<file path="config.mk">
export PLATFORM = sky130hd
export DESIGN_NAME = pwm_led_ctrl
export DESIGN_NICKNAME = d
export VERILOG_FILES = /design/src/rtl/pwm_led_pkg.sv /design/src/rtl/pwm_channel.sv /design/src/rtl/pwm_led_ctrl.sv
export SDC_FILE = /design/constraint.sdc
export NUM_CORES = 1
export LEC_CHECK = 0
export CAP_MARGIN = 10
export CORE_AREA = 2 2 132 134
export CTS_CLUSTER_DIAMETER = 30
export DETAILED_ROUTE_END_ITERATION = 10
export DIE_AREA = 0 0 134 136
export HOLD_SLACK_MARGIN = 0.1
export PLACE_DENSITY_LB_ADDON = 0.08
export SETUP_SLACK_MARGIN = 0.5
export SLEW_MARGIN = 10
export SYNTH_ARGS = -nofsm -noshare
export SYNTH_HDL_FRONTEND = slang
export SYNTH_SLANG_ARGS = --single-unit
</file>
<file path="constraint.sdc">
create_clock -name clk -period 3 [get_ports clk]
set_clock_uncertainty 0.05 [all_clocks]
set_input_delay 0.6 -clock clk [delete_from_list [all_inputs] [get_ports clk]]
set_output_delay 0.6 -clock clk [all_outputs]
set_load 0.05 [all_outputs]
</file>
<file path="src/rtl/pwm_led_pkg.sv">
// Shared constants for the PWM LED peripheral: register addresses, channel indices, default width.
// The optional fade feature is selected with the PWM_LED_FADE_EN macro.
package pwm_led_pkg;

  localparam int PWM_BITS_DEFAULT = 8;
  localparam int NUM_CH           = 4;

  localparam logic [3:0] ADDR_DUTY_R    = 4'd0;
  localparam logic [3:0] ADDR_DUTY_G    = 4'd1;
  localparam logic [3:0] ADDR_DUTY_B    = 4'd2;
  localparam logic [3:0] ADDR_DUTY_L    = 4'd3;
  localparam logic [3:0] ADDR_CTRL      = 4'd4;
  localparam logic [3:0] ADDR_PERIODS   = 4'd5;
  localparam logic [3:0] ADDR_FADE_STEP = 4'd6;

  typedef enum logic [1:0] {
    CH_R = 2'd0,
    CH_G = 2'd1,
    CH_B = 2'd2,
    CH_L = 2'd3
  } ch_e;

  // DUTY registers sit contiguously from ADDR_DUTY_R in channel order.
  function automatic logic [3:0] duty_addr(input ch_e ch);
    return ADDR_DUTY_R + {2'b00, ch};
  endfunction

endpackage

</file>
<file path="src/rtl/pwm_channel.sv">
// One PWM channel: CPU-visible pending duty, period-aligned active duty and registered comparator.
// With PWM_LED_FADE_EN defined the active duty ramps toward the pending target by fade_step per period.
module pwm_channel
  import pwm_led_pkg::*;
#(
  parameter int PWM_BITS = PWM_BITS_DEFAULT
) (
  input  logic                clk,
  input  logic                reset,
  input  logic                tick,
  input  logic                boundary,
  input  logic [PWM_BITS-1:0] pwm_cnt,
  input  logic                enable,
  input  logic                wr_en,
  input  logic [PWM_BITS-1:0] wr_duty,
`ifdef PWM_LED_FADE_EN
  input  logic [PWM_BITS-1:0] fade_step,
`endif
  output logic [PWM_BITS-1:0] pending,
  output logic                on
);

  logic [PWM_BITS-1:0] active;
  logic [PWM_BITS-1:0] next_active;
`ifdef PWM_LED_FADE_EN
  logic [PWM_BITS-1:0] gap;
`endif

  always_comb begin
    next_active = pending;
`ifdef PWM_LED_FADE_EN
    gap = (pending > active) ? pending - active : active - pending;
    // A step of zero, or a remaining gap within one step, lands on the target.
    if (fade_step != '0 && gap > fade_step) begin
      next_active = (pending > active) ? active + fade_step : active - fade_step;
    end
`endif
  end

  always_ff @(posedge clk) begin
    if (reset) begin
      pending <= '0;
      active  <= '0;
      on      <= 1'b0;
    end else begin
      if (wr_en) begin
        pending <= wr_duty;
      end
      if (tick && boundary) begin
        active <= next_active;
      end
      on <= enable && (pwm_cnt < active);
    end
  end

endmodule

</file>
<file path="src/rtl/pwm_led_ctrl.sv">
// Memory-mapped RGB + user LED PWM peripheral: prescaler, PWM counter, CTRL/PERIODS registers, read mux.
// Fade ramping (and the FADE_STEP register) is compiled in only when PWM_LED_FADE_EN is defined.
module pwm_led_ctrl
  import pwm_led_pkg::*;
#(
  parameter int PWM_BITS = PWM_BITS_DEFAULT,
  parameter int PRESCALE = 12
) (
  input  logic        clk,
  input  logic        reset,
  input  logic [3:0]  addr,
  input  logic [31:0] wdata,
  input  logic        we,
  input  logic        re,
  output logic [31:0] rdata,
  output logic        RGB_R,
  output logic        RGB_G,
  output logic        RGB_B,
  output logic        LED
);

  localparam int             PSW        = (PRESCALE > 1) ? $clog2(PRESCALE) : 1;
  localparam logic [PSW-1:0] PRESC_LAST = PSW'(PRESCALE - 1);

  logic [PSW-1:0]      presc_cnt;
  logic                tick;
  logic                boundary;
  logic [PWM_BITS-1:0] pwm_cnt;
  logic [4:0]          ctrl;
  logic [15:0]         periods;
  logic [PWM_BITS-1:0] pending [NUM_CH];
  logic [NUM_CH-1:0]   ch_on;
  logic [31:0]         rd_mux;
  logic                unused_wdata;
`ifdef PWM_LED_FADE_EN
  logic [PWM_BITS-1:0] fade_step;
`endif

  // Only the low bits of the store data reach any register.
  assign unused_wdata = ^wdata;

  assign tick     = (presc_cnt == PRESC_LAST);
  assign boundary = tick && (pwm_cnt == '1);

  always_ff @(posedge clk) begin
    if (reset) begin
      presc_cnt <= '0;
      pwm_cnt   <= '0;
      periods   <= '0;
    end else begin
      presc_cnt <= tick ? '0 : presc_cnt + PSW'(1);
      if (tick) begin
        pwm_cnt <= pwm_cnt + PWM_BITS'(1);
      end
      if (boundary) begin
        periods <= periods + 16'd1;
      end
    end
  end

  always_ff @(posedge clk) begin
    if (reset) begin
      ctrl <= '0;
    end else if (we && addr == ADDR_CTRL) begin
      ctrl <= wdata[4:0];
    end
  end

`ifdef PWM_LED_FADE_EN
  always_ff @(posedge clk) begin
    if (reset) begin
      fade_step <= '0;
    end else if (we && addr == ADDR_FADE_STEP) begin
      fade_step <= wdata[PWM_BITS-1:0];
    end
  end
`endif

  for (genvar i = 0; i < NUM_CH; i++) begin : g_ch
    pwm_channel #(
      .PWM_BITS (PWM_BITS)
    ) u_ch (
      .clk       (clk),
      .reset     (reset),
      .tick      (tick),
      .boundary  (boundary),
      .pwm_cnt   (pwm_cnt),
      .enable    (ctrl[0] && ctrl[i+1]),
      .wr_en     (we && addr == duty_addr(ch_e'(i))),
      .wr_duty   (wdata[PWM_BITS-1:0]),
`ifdef PWM_LED_FADE_EN
      .fade_step (fade_step),
`endif
      .pending   (pending[i]),
      .on        (ch_on[i])
    );
  end

  // Mux reads current register contents, so a same-cycle write is seen on the next read.
  always_comb begin
    rd_mux = '0;
    case (addr)
      ADDR_DUTY_R:    rd_mux = 32'(pending[CH_R]);
      ADDR_DUTY_G:    rd_mux = 32'(pending[CH_G]);
      ADDR_DUTY_B:    rd_mux = 32'(pending[CH_B]);
      ADDR_DUTY_L:    rd_mux = 32'(pending[CH_L]);
      ADDR_CTRL:      rd_mux = 32'(ctrl);
      ADDR_PERIODS:   rd_mux = 32'(periods);
`ifdef PWM_LED_FADE_EN
      ADDR_FADE_STEP: rd_mux = 32'(fade_step);
`endif
      default:        rd_mux = '0;
    endcase
  end

  always_ff @(posedge clk) begin
    if (reset) begin
      rdata <= '0;
    end else if (re) begin
      rdata <= rd_mux;
    end
  end

  assign RGB_R = ~ch_on[CH_R];
  assign RGB_G = ~ch_on[CH_G];
  assign RGB_B = ~ch_on[CH_B];
  assign LED   =  ch_on[CH_L];

endmodule

</file>
# Word-level counts from Yosys, hierarchy flattened
# Cells that the tools add are included.
[totals]
in_bits = 40
out_inout_bits = 36
word_cells = 52
register_bits = 133
[op_classes]
add_sub_neg = 3
bitwise_logic = 3
n_eq_ne = 7
reduce_logical = 17
magnitude_cmp = 4
mux = 1
[ops]
columns = ["operator", "count"]
rows = [
  ["$pmux 16 s6", 1],
  ["$lt 8x8->1", 4],
  ["$add 16x1->16 const B", 1],
  ["$logic_and 1x1->1", 15],
  ["$add 8x1->8 const B", 1],
  ["$eq 4x2->1 const B", 2],
  ["$eq 4x3->1 const B", 2],
  ["$eq 8x8->1 const B", 1],
  ["$add 4x1->4 const B", 1],
  ["$eq 4x1->1 const B", 1],
  ["$eq 4x4->1 const B", 1],
  ["$logic_not 4->1", 1],
  ["$not 1->1", 3],
  ["$reduce_or 2->1", 1],
]

# Depth between registers and ports, before layout
# Gate-level depths: netlist of run 1.
[logic_depth]
depth_word = 3
mapped_depth = 7
depth_no_buf = 6

# Modules after synthesis
# Synthesis of run 1 repeated with hierarchy kept, for this count alone.
[unflattened]
cells_unflattened = 640
area_unflattened_um2 = 5690.5
[modules_own_cells]
columns = ["module", "cells_each", "area_each_um2", "n_inst"]
rows = [
  ["pwm_channel", 86, 769.5, 4],
  ["pwm_led_ctrl", 296, 2612.5, 1],
]

# Worst setup path after synthesis of run 1
# Ideal clock, no wire load.
[synth_path]
kind = "reg2reg"
from = "register pwm_cnt[1]"
to = "register periods[10]"
t_required_ns = 2.829
slack_ns = 0.887
synth_period_minus_slack_ns = 2.113
arrival_time_ns = 1.942
path_stages_with_launch = 7
setup_time_ns = 0.121
n_path_buf = 1
path_cell_list = "dfxtp_1 ha_1 nand3_2 or3_1 clkbuf_1 nor4_1 mux2_2"
[synth_via]
elab_chain_len = 2
[synth_rtl]
columns = ["element", "line", "rtl"]
rows = [
  ["from (decl)", "pwm_led_ctrl.sv:28", "logic [PWM_BITS-1:0] pwm_cnt;"],
  ["from (signal assigned)", "pwm_led_ctrl.sv:53", "pwm_cnt <= pwm_cnt + PWM_BITS'(1);"],
  ["$eq 8x8->1", "pwm_led_ctrl.sv:43", "assign boundary = tick && (pwm_cnt == '1);"],
  ["$logic_and 1x1->1", "pwm_led_ctrl.sv:43", ""],
  ["to (signal assigned)", "pwm_led_ctrl.sv:56", "periods <= periods + 16'd1;"],
  ["to (decl)", "pwm_led_ctrl.sv:30", "logic [15:0] periods;"],
]
# Every way passes these cells.
# A chain may end at the register's enable or synchronous reset.

# Worst setup path after layout of run 1
[layout_path]
from = "register pwm_cnt[1]"
to = "register periods[14]"
# The elaborated chain is that of the path after synthesis.

==> out/results.txt, run 1 <==
outcome = completed
I/O Buffers = 35
hold depth = 2
area of the multi-input gates = 3090 um2
via count = 4,940
VDD IR max = 0.388 mV
setup TNS = 0 ps
internal power = 0.00285 W
Max-Cap Viols = 0
Post-CTS Setup Bufs = 0
Seq pwr share = 42.0%
Net Sw Power = 0.000893 W
cells along the critical path = ha_1 -> nand3_2 -> or4_1 -> nor4_1 -> mux2_2
r2r startpoint = pwm_cnt[1]
Slew @ Worst Pin = 887 ps
starting density of the core = 34.2%
initial DRC count = 289
fin worst setup slack = 665 ps
nets = 812
global route overflow = 0
cells after synthesis = 709
post-layout min period = 2340 ps
vias in the first global route = 4,678
clk slew on worst S/H paths = 60 ps
CTS sink count = 117
WL met2 = 7360 um
Yosys warnings = 0
CP top delay family = simple AND/OR/NAND/NOR gates
share of post-route cells with drive strength above 1 = 9.55%
Post-Place Worst Slack = 231 ps
critical path required time = 3260 ps
Reg2Reg Setup Slack = 660 ps
Clk pwr share = 52.8%
CTS tree = done
DR top layer = met4
HP Start = g_ch[3].u_ch.active[4]
largest net degree at the start of global routing = 88
Max stage delay on crit path = 580 ps
Sw Share = 23.8%
DP HPWL = 11,500 um
worst skew pair latency = 410 ps
EDFF count, synth = 0
DIE HEIGHT = 136 um
hold-fix buffers at CTS = 0
IO Pins = 76
initial antenna violation count = 0
#FFs+latches synth = 117
Yosys cell types = 50
drt first pass iters = 5
RSZ-0062 raised after global routing = false
gpl congestion = 0.870
CP Capture Type = flop
FFs w/ async S/R, synth = 0%
register area share after synthesis = 40.5%
Hold EP = g_ch[3].u_ch.active[4]
Final Hold Fails = 0
all-layer global routing usage = 18.5%
Max-slew headroom = 40.9%
period utilization = 77.8%
leading area contributor after synthesis = dfxtp_1
PwrDens = 542 nW/um2
core area = 16,900 um2
number of setup violations in the final report = 0
DR WL met3 = 429 um
crit path max fanout = 9
critical path launch point type = flop
Mapped Area = 5780 um2
fmax = 428 MHz
Worst R2R Path Depth = 5
Slowest-stage cell, CP = or4_1
fin util = 41.0%
critical path type = reg -> reg
die area = 18,200 um2
clock buffer depth = 2
Post-synth top flop = dfxtp_1
Buf+Inv Stages, Crit Path = 0
fillers = 1,730
ANT nets after route = 0
first-pass GRT wire length = 25,700 um
Post-Syn Area per Cell = 8.15 um2
metal1 wirelength = 7690 um
Comb power frac = 5.1%
DRC = 0
Area contributors post-synth = dfxtp_1 (41%), nand2_1 (7.7%), a21oi_1 (7.6%)
Avg WL per Cell = 16.2 um
CTS resizes = 0
row count = 48
arrival time at the worst endpoint = 2590 ps
Die Span X = 134 um
Antenna Cells = 0
Pins Over Slew Limit = 0
LEAKAGE = 2.45 nW
Yosys top cell area share = 40.5%
Hold Crit Class = reg -> reg
Reg2Reg Capture Point = periods[14]
Worst Setup SP = pwm_cnt[1]
final WL = 15,800 um
Reg area = 2340 um2
TritonCTS buffer count = 17
P&R area growth vs syn = 19.6%
Root Buffer = clkbuf_16
H-tree levels = 4
Via density = 5.05
==> cell usage after synthesis (all sizes together), types with 3 or more instances <==
master and instances:
a211oi 5, a21o 4, a21oi 88, a22o 3
a31oi 4, a41oi 4, and3 3, buf 25
clkbuf 30, dfxtp 117, ha 31, inv 37
mux2 13, mux2i 18, nand2 119, nand2b 21
nand3 55, nand3b 6, nand4 7, nor2 35
nor2b 18, nor3 5, nor3b 3, nor4 9
o21ai 10, o31ai 3, or3 3, or4 6
xnor2 7
==> metal layers <==
layer | GRT usage [%] | vias to the layer above
li1 | - | 2488
met1 | 25.0 | 2350
met2 | 28.5 | 80
met3 | 3.73 | 22
met4 | 8.10 | 0
met5 | 0 | -
==> worst register-to-register path, cell delays in order (launching register included) <==
cell and delay, ps:
dfxtp_1 490, ha_1 240, nand3_2 220, or4_1 580, nor4_1 300, mux2_2 360
==> cells by family (layout without fill, tap and decap cells) <==
group	Yosys count	in the layout	synth area share, %
AOI/OAI and AO/OA	132	132	13.2
buffers and inverters	92	122	7.14
DFF	117	117	40.5
other	1	16	0.0649
xor gates and xnor gates	9	9	1.36
adders and majority gates	31	31	6.71
muxes	31	31	5.65
and+or+nand+nor	296	296	25.4
==> flip-flops by register name, summed over array words and instances, names as in the netlist <==
register,flops
periods,16
g_ch.u_ch.on,4
g_ch.u_ch.active,32
rdata,16
ctrl,5
g_ch.u_ch.pending,32
pwm_cnt,8
presc_cnt,4
==> layout make-up <==
cell class                      count  share of cell area, %
Inverter                           37                   2.01
Tap cell                          225                   4.07
Sequential cell                   117                   33.9
Clock buffer                       19                   6.41
Clock inverter                     13                   1.94
Multi-Input combinational cell    515                   44.7
Timing Repair Buffer               53                   6.99
==> cells in the final DEF, fill, tap and decap left out, drive strengths merged, types with 3 or more instances in the layout <==
cell and n:
ha 31, o31ai 3, nor3 5, nor2b 18, dfxtp 117, clkinvlp 6
or4 6, nand2 119, a41oi 4, clkbuf 19, clkdlybuf4s50 34, a31oi 4
buf 19, xnor2 7, inv 37, a211oi 5, a21oi 88, a21o 4
clkinv 5, o21ai 10, nor2 35, mux2 13, mux2i 18, nand4 7
nand3b 6, conb 16, a22o 3, nor4 9, nand3 55, or3 3
nor3b 3, and3 3, nand2b 21
==> power groups by stage <==
stage                     registers [W]  logic (W)  clock network [W]
after floorplan                 0.00160   0.000146                  0
after global placement          0.00161   0.000190                  0
after global routing            0.00158   0.000209            0.00211
after detailed placement        0.00161   0.000193                  0
final                           0.00157   0.000192            0.00198
after CTS                       0.00157   0.000193            0.00202
==> per-stage QoR <==
step / instance area, um2 / power, W / cells / hold slack [ps]
6_report: 6910 / 0.00375 / 979 / 403
5_1_grt: 6910 / 0.00390 / 979 / 423
4_1_cts: 6910 / 0.00379 / 979 / 406
3_5_place_dp: 6340 / 0.00180 / 947 / 398
3_3_place_gp: 6340 / 0.00180 / 947 / 395
2_1_floorplan: 5840 / 0.00175 / 724 / 383
==> worst max-delay path by stage <==
stage                        endpoint  slack (ps)  cells after the start
after floorplan           periods[10]         890                      6
after global placement        ctrl[3]         290                      6
after CTS                 periods[14]         630                      5
after global routing      periods[14]         520                      5
after detailed placement      ctrl[4]         230                      6
final                     periods[14]         660                      5
No activity file was read; power rests on OpenSTA's default activity.
==> run 2, diff against run 1 <==
clock period = 2.2 ns   (was 3 ns; I/O delays follow)
==> run 2 against run 1 <==
- cell count up 4.1%
- sequential cell count unchanged
- maximum frequency up 27%
- combinational power up 57%
- via count up 5.7%
- first-iteration DRC count down 18%
- utilization up 6.0 points
- largest cell class unchanged
==> out/results.txt, run 2 (synthesis results as in run 1) <==
placed cell count = 966 (+2.0%)
Antenna Cells = 0 (unchanged)
via count = 5,222 (+5.7%)
Slowest-stage cell, CP = or4_4
Die Span X = 134 um (unchanged)
clock buffer depth = 2 (unchanged)
largest net degree at the start of global routing = 47 (-47%)
Avg WL per Cell = 16.6 um (+2.5%)
Root Buffer = clkbuf_16
placed cell areas = 6580 um2 (+3.8%)
I/O Buffers = 35 (unchanged)
Pins Over Slew Limit = 0 (unchanged)
fmax = 544 MHz (+27%)
core area = 16,900 um2 (unchanged)
CP Capture Type = flop
hold-fix buffers at CTS = 0 (unchanged)
P&R area growth vs syn = 37.1%
period utilization = 83.6% (+5.7 points)
PwrDens = 625 nW/um2 (+15%)
drt first pass iters = 4 (-1)
crit path max fanout = 4 (-5)
area of the multi-input gates = 3620 um2 (+17%)
DIE HEIGHT = 136 um (unchanged)
fillers = 1,654 (-4.4%)
final cell count without fillers = 1,019 (+4.1%)
final instance area = 7920 um2 (+15%)
Max-Cap Viols = 0 (unchanged)
Max-slew headroom = 58.5% (+18 points)
critical path launch point type = flop
total power = 0.00495 W (+32%)
die area = 18,200 um2 (unchanged)
fin util = 46.9% (+6.0 points)
HP Start = reset
DRC = 0 (unchanged)
global route overflow = 0 (unchanged)
r2r startpoint = pwm_cnt[5]
DP HPWL = 11,700 um (+2.4%)
ANT nets after route = 0 (unchanged)
all-layer global routing usage = 19.0% (+0.54 points)
LEAKAGE = 3.17 nW (+30%)
RSZ-0062 raised after global routing = true
Via density = 5.12 (+1.6%)
Slew @ Worst Pin = 623 ps (-264 ps)
first-pass GRT wire length = 26,500 um (+3.3%)
gpl congestion = 0.841 (-3.3%)
Reg area = 2370 um2 (+1.0%)
commonest non-fill, non-tap cells in the layout = dfxtp_1 (106), nand2_1 (93), a21oi_1 (66)
CTS sink count = 117 (unchanged)
VDD IR max = 0.531 mV (+37%)
initial DRC count = 236 (-18%)
hold depth = 2 (unchanged)
worst skew pair latency = 410 ps (about the same)
IO Pins = 76 (unchanged)
largest registers = g_ch.u_ch.active x32, g_ch.u_ch.pending x32
nets = 854 (+5.2%)
Hold EP = g_ch[3].u_ch.pending[6]
vias in the first global route = 5,064 (+8.3%)
final WL = 16,900 um (+6.7%)
arrival time at the worst endpoint = 2130 ps (-460 ps)
row count = 48 (unchanged)
H-tree levels = 4 (unchanged)
TritonCTS buffer count = 17 (unchanged)
outcome = completed
Reg2Reg Capture Point = periods[6]
number of setup violations in the final report = 0 (unchanged)
Reg2Reg Setup Slack = 360 ps (-300 ps)
Worst Setup SP = pwm_cnt[5]
post-layout min period = 1840 ps (-497 ps)
Max stage delay on crit path = 530 ps (-50 ps)
initial antenna violation count = 0 (unchanged)
Worst R2R Path Depth = 5 (unchanged)
commonest non-fill, non-tap cell in the layout = dfxtp_1
cells along the critical path = nand4_1 -> buf_4 -> or4_4 -> or4_1 -> a21oi_1
critical path type = reg -> reg
CTS tree = done
clk slew on worst S/H paths = 50 ps (about the same)
Final Hold Fails = 0 (unchanged)
starting density of the core = 34.2% (unchanged)
Hold Crit Class = in -> reg
share of post-route cells with drive strength above 1 = 27.3% (+18 points)
critical path required time = 2500 ps (-760 ps)
[run 2: changes by cell type in the layout (fill, tap and decap cells not counted), sizes merged]
cell / before / now
buf: 19 / 59
bufinv: 2 / 1
clkbuf: 19 / 27
clkdlybuf4s15: 0 / 19
clkdlybuf4s50: 34 / 10
clkinvlp: 6 / 0
dlygate4sd2: 0 / 3
dlymetal6s2s: 0 / 1
[run 2: worst max path at each step]
| stage | depth (start not counted) | to | slack [ps] |
|---|---|---|---|
| 2_1_floorplan | 6 | periods[10] | 340 |
| 3_3_place_gp | 7 | g_ch[2].u_ch.pending[3] | -60 |
| 3_5_place_dp | 7 | g_ch[2].u_ch.pending[1] | -90 |
| 4_1_cts | 5 | periods[14] | 370 |
| 5_1_grt | 5 | periods[14] | 320 |
| 6_report | 5 | periods[6] | 360 |
[run 2: report_power, final]
part	internal, W	switching (W)	total, W
clock network	0.00158	0.000917	0.00250
logic	0.0000964	0.000204	0.000301
registers	0.00213	0.0000176	0.00215
total	0.00381	0.00114	0.00495
[run 2: what timing repair did]
| action | 4_1_cts | 5_1_grt |
|---|---|---|
| cloned | 3 | 2 |
| buffers inserted | 14 | 4 |
| pin swaps | 13 | 28 |
| gates resized for setup | 93 | 100 |
| endpoints found under the setup margin | 107 | 82 |
[run 2: area by class of cell]
class / count / area share, %
multi-input combinational: 515 / 45.7
sequential: 117 / 29.9
timing repair buffer: 95 / 12.5
clock buffer: 24 / 5.95
tap: 225 / 3.55
inverter: 37 / 1.75
clock inverter: 6 / 0.695
[run 2: metrics by stage]
stage          setup slack [ps]  setup TNS (ps)  hold slack, ps
5_1_grt                     322               0             359
6_report                    362               0             365
4_1_cts                     365               0             344
3_3_place_gp              -63.8            -493             388
2_1_floorplan               338               0             380
3_5_place_dp              -88.6            -697             392
[run 2: routing by layer]
layer	vias to the layer above	global-route usage (%)	part of all wire [%]
met5	-	0	0
met4	0	7.21	1.7
met3	17	4.40	3.7
met2	98	32.4	49
met1	2542	23.4	46
li1	2565	-	-
[run 2: critical path: cells and delay by family, from the launching register on]
family	cells	cell delay, ps
simple gates	3	1070
buf+inv	1	170
flops	1	340
compound gates	1	140
